## config.mk

```make
export PLATFORM = sky130hd
export DESIGN_NAME = pc_redirect_ctrl
export DESIGN_NICKNAME = d
export VERILOG_FILES = /design/src/rtl/pc_redirect_ctrl.sv
export SDC_FILE = /design/constraint.sdc
export NUM_CORES = 1
export LEC_CHECK = 0
export ABC_AREA = 1
export BUFFER_PORTS_ARGS = -buffer_cell sky130_fd_sc_hd__buf_2
export CAP_MARGIN = 0
export CORE_MARGIN = 8
export CORE_UTILIZATION = 51
export CTS_BUF_LIST = sky130_fd_sc_hd__clkbuf_8
export DETAILED_ROUTE_END_ITERATION = 7
export MAX_ROUTING_LAYER = met4
export PLACE_DENSITY_LB_ADDON = 0.2
export SETUP_SLACK_MARGIN = 0.3
export SYNTH_ARGS = -nofsm -noshare
export SYNTH_HDL_FRONTEND = slang
export SYNTH_SLANG_ARGS = --single-unit
```

## constraint.sdc

```tcl
create_clock -name clk -period 8.2 [get_ports clk]
set_input_delay 0.82 -clock clk [delete_from_list [all_inputs] [get_ports clk]]
set_output_delay 0.82 -clock clk [all_outputs]
set_load 0.005 [all_outputs]
```

## src/rtl/pc_redirect_ctrl.sv

```systemverilog
// Next-PC sequencer: owns the fetch PC, arbitrates branch/jump/sequential
// sources, holds jumps that arrive during a stall, and counts redirects/squashes.
module pc_redirect_ctrl #(
  parameter logic [31:0] RESET_PC = 32'h0000_0000,
  parameter int          CNT_W    = 16
) (
  input  logic             clk,
  input  logic             reset,
  input  logic             stall,
  input  logic             br_taken,
  input  logic [31:0]      br_target,
  input  logic             jmp_req,
  input  logic [31:0]      jmp_target,
  output logic [31:0]      pc,
  output logic             fetch_valid,
  output logic             flush_if_id,
  output logic             flush_id_ex,
  output logic [CNT_W-1:0] redirect_cnt,
  output logic [CNT_W-1:0] squash_cnt
);

  typedef enum logic [1:0] {
    ST_BOOT = 2'd0,
    ST_RUN  = 2'd1,
    ST_PEND = 2'd2
  } state_t;

  state_t           state_q, state_d;
  logic [31:0]      pc_q, pc_d;
  logic [31:0]      pend_target_q, pend_target_d;
  logic [CNT_W-1:0] redirect_cnt_q, redirect_cnt_d;
  logic [CNT_W-1:0] squash_cnt_q, squash_cnt_d;
  logic             fetch_valid_q, fetch_valid_d;
  logic [1:0]       redirect_inc_s;
  logic [1:0]       squash_inc_s;
  logic             flush_if_id_s;
  logic             flush_id_ex_s;

  // Saturating add: a +2 from max-1 clamps to all-ones rather than wrapping.
  function automatic logic [CNT_W-1:0] sat_add(input logic [CNT_W-1:0] cnt,
                                               input logic [1:0]       inc);
    logic [CNT_W:0] sum;
    sum = {1'b0, cnt} + {{(CNT_W-1){1'b0}}, inc};
    if (sum[CNT_W]) begin
      sat_add = {CNT_W{1'b1}};
    end else begin
      sat_add = sum[CNT_W-1:0];
    end
  endfunction

  // Next-state, next-PC, flush strobes and counter increments
  always_comb begin
    state_d        = state_q;
    pc_d           = pc_q;
    pend_target_d  = pend_target_q;
    redirect_inc_s = 2'd0;
    squash_inc_s   = 2'd0;
    flush_if_id_s  = 1'b0;
    flush_id_ex_s  = 1'b0;

    case (state_q)
      ST_BOOT: begin
        state_d = ST_RUN;
      end
      ST_RUN: begin
        if (br_taken) begin
          pc_d           = br_target;
          flush_if_id_s  = 1'b1;
          flush_id_ex_s  = 1'b1;
          redirect_inc_s = 2'd1;
          squash_inc_s   = 2'd2;
        end else if (jmp_req && !stall) begin
          pc_d           = jmp_target;
          flush_if_id_s  = 1'b1;
          redirect_inc_s = 2'd1;
          squash_inc_s   = 2'd1;
        end else if (jmp_req) begin
          pend_target_d = jmp_target;
          state_d       = ST_PEND;
        end else if (!stall) begin
          pc_d = pc_q + 32'd1;
        end else begin
          pc_d = pc_q;
        end
      end
      ST_PEND: begin
        // The branch is older than the held jump, so it wins and the jump dies.
        if (br_taken) begin
          pc_d           = br_target;
          pend_target_d  = 32'd0;
          flush_if_id_s  = 1'b1;
          flush_id_ex_s  = 1'b1;
          redirect_inc_s = 2'd1;
          squash_inc_s   = 2'd2;
          state_d        = ST_RUN;
        end else if (!stall) begin
          pc_d           = pend_target_q;
          flush_if_id_s  = 1'b1;
          redirect_inc_s = 2'd1;
          squash_inc_s   = 2'd1;
          state_d        = ST_RUN;
        end else begin
          state_d = ST_PEND;
        end
      end
      default: begin
        state_d = ST_BOOT;
      end
    endcase

    redirect_cnt_d = sat_add(redirect_cnt_q, redirect_inc_s);
    squash_cnt_d   = sat_add(squash_cnt_q, squash_inc_s);
    fetch_valid_d  = (state_d == ST_RUN);
  end

  // State, PC, pending target, counters and fetch_valid registers
  always_ff @(posedge clk or posedge reset) begin
    if (reset) begin
      state_q        <= ST_BOOT;
      pc_q           <= RESET_PC;
      pend_target_q  <= 32'd0;
      redirect_cnt_q <= {CNT_W{1'b0}};
      squash_cnt_q   <= {CNT_W{1'b0}};
      fetch_valid_q  <= 1'b0;
    end else begin
      state_q        <= state_d;
      pc_q           <= pc_d;
      pend_target_q  <= pend_target_d;
      redirect_cnt_q <= redirect_cnt_d;
      squash_cnt_q   <= squash_cnt_d;
      fetch_valid_q  <= fetch_valid_d;
    end
  end

  assign pc           = pc_q;
  assign fetch_valid  = fetch_valid_q;
  assign flush_if_id  = flush_if_id_s;
  assign flush_id_ex  = flush_id_ex_s;
  assign redirect_cnt = redirect_cnt_q;
  assign squash_cnt   = squash_cnt_q;

endmodule
```

==> metrics.txt <==
clock root buffer=clkbuf_8; Final #Nets=1,058; Slew Viols, Final=0; clk_lat worst skew=0.38 ns; Top FF cell, synth=dfrtp_1; Post-synth EDFFs=0; synthesized flop and latch total=between 90 and 100; Clock Skew=roughly 0.0086 ns; Synth Area in Simple Gates=0.288; Leak Pwr=3.76 nW; fmax=279 MHz; final hold violations=0; Worst Path Max Fanout=44; post-synthesis compound-gate area fraction=0.170; share of layout cells above drive strength 1=0.211; largest family of logic cells by synthesized area=simple AND/OR/NAND/NOR gates; Initial Util=0.520; asr flop ratio synth=1.00; number of library cell types mapped by synthesis=44; CTS Sinks=99; Worst Path Required=8.50 ns; initial antenna violation count=2; Vias/cell=5.41; max cap viols=0; Finished Cell Area=7150 um2; router iterations before antenna repair=6; number of H-tree levels=3; critical path type=primary input to flop; largest net degree at the start of global routing=55; grt total ovfl=0; HPWL after DPL=13.5 mm; Hold WC Path Type=primary input to async pin; Layout Area Growth over Synthesis=15.0%; io pins=136; Final Cycle Share=0.437; outcome=completed; Die X=approximately 130 um; synthesized instance count=~860; Power Density=322 nW/um2; global-route wire length before repair=29.4 mm; CTS Hold Buffers Added=0; core area=12,000 um2; setup bufs post-CTS=0; remaining antenna violation count=0; Yosys warnings=0; RSZ-0062 raised after global routing=no; Arr. time, crit path=3.89 ns; vias in the first global route=slightly below 6,000; Die Ht=126 um; Setup TNS Final=0 ns; Post-Route WL=18.0 mm; min Tclk post-route=3.58 ns; slew margin rel.=0.239; CP startpoint=stall; Num CTS Buffers=9; Setup WS pre-CTS=4.26 ns; area post-placement=6970 um2; row count=40; PortBufs=135; drt wl/cell=15.9 um; post-route setup slack=4.62 ns; Seq/Total Area, Yosys=0.398; Post-Syn Nets=between 900 and 1,000; reg2reg start=state_q[0]$_DFF_PP0_; synthesized area=6220 um2; Peak VDD IR=0.208 mV; Mapped Avg Cell Area=7.26 um2; Adder-Cell Fraction of Synth Area=0.0253; R2R depth=14; most common cell after layout, fill and taps aside=nand2_1; vias=6,115; # DRC=0; DIE AREA=roughly 16,000 um2; DRT iter0 DRCs=between 500 and 600; clock-pin slew on the worst setup and hold paths=0.09 ns; final core occ=0.598; Worst Tran Pin Value=approximately 1.1 ns; clk buf depth=2; GP Congestion=0.852; Final setup viols=0; final hold slack=0.517 ns; Resized Gates After CTS=0; nature of the critical path startpoint=primary input; Global Route Usage Sum=0.235; Post-Synth XOR/XNOR Area=0.0155; CTS tree=done; highest-count cells in the layout ignoring fill and taps=nand2_1 (178), buf_2 (135), inv_1 (125); mux contribution to synthesized area=0; Setup crit end kind=flop
## layout make-up
| type | instances | area, um2 |
|---|---|---|
| Clock buffer | 12 | 165 |
| Inverter | 132 | 498 |
| Clock inverter | 3 | 13.8 |
| Sequential cell | 99 | 2480 |
| Antenna cell | 2 | 5.00 |
| Timing Repair Buffer | 139 | 706 |
| Fill cell | 1150 | 4810 |
| Multi-Input combinational cell | 596 | 3110 |
| Tap cell | 147 | 184 |
## synthesized netlist by cell type (9+ instances only)
master,instances,area (um2)
a21oi_1,31,155
a221oi_1,22,193
buf_2,15,75.1
clkbuf_1,9,33.8
dfrtp_1,99,2480
ha_1,11,138
inv_1,125,469
nand2_1,178,668
nand2_2,9,56.3
nand3_1,68,340
nor2_1,85,319
nor2_2,11,68.8
o21ai_0,99,495
## critical path, stage by stage
cell and delay, ns:
buf_2 0.12, inv_1 0.06, nand2_2 0.45, inv_2 0.51, nor2_1 0.13, nor3_1 0.22, ha_1 0.25, ha_1 0.18
nand2_1 0.08, nor2_2 0.17, nand4_2 0.14, inv_1 0.12, nand3_1 0.38, nand3_1 0.23
## registers in the layout, summed over array words and instances (netlist names)
| signal | cells |
|---|---|
| pc | 32 |
| squash_cnt | 16 |
| state_q | 2 |
| redirect_cnt | 16 |
| fetch_valid | 1 |
| pend_target_q | 32 |
## per-stage QoR
step / cells / power, mW
2_1_floorplan: 857 / 1.64
3_3_place_gp: 1113 / 1.99
3_5_place_dp: 1113 / 2.01
4_1_cts: 1128 / 2.31
5_1_grt: 1130 / 2.52
6_report: 1130 / 2.31
## layer usage
metal | vias up | share of wire | GRT usage
met5 | - | 0 | -
met4 | 0 | 0.021 | 0.0927
met3 | 28 | 0.077 | 0.0561
met2 | 210 | 0.45 | 0.353
met1 | 2839 | 0.45 | 0.301
li1 | 3038 | - | -
## cells by family (layout without fill, tap and decap cells)
group                    count (synthesis)  after routing
adder cells (fa/ha/maj)                 12             12
AND/OR/NAND/NOR                        391            391
XOR/XNOR                                11             11
other                                    0              2
flip-flops                              99             99
buffers and inverters                  162            286
AO/OA/AOI/OAI                          182            182
## path summary, 6_finish.rpt
check / to / slack (ns)
setup / recovery: redirect_cnt[15]$_DFF_PP0_ / 4.62
min in group clk: pend_target_q[19]$_DFFE_PP0P_ / 0.52
max in group asynchronous: pc[29]$_DFFE_PP0P_ / 6.62
hold reg to reg: pend_target_q[19]$_DFFE_PP0P_ / 0.52
setup reg to reg: squash_cnt[15]$_DFF_PP0_ / 4.96
hold / removal: redirect_cnt[14]$_DFF_PP0_ / 0.52
## power by group
| group | total [mW] | internal [mW] | switching (mW) | leakage, nW |
|---|---|---|---|---|
| clock | 0.298 | 0.132 | 0.166 | 0.0994 |
| combinational | 1.10 | 0.411 | 0.691 | 2.45 |
| sequential | 0.907 | 0.692 | 0.215 | 1.21 |
| total | 2.31 | 1.23 | 1.07 | 3.76 |
(Power assumes the default switching activity.)
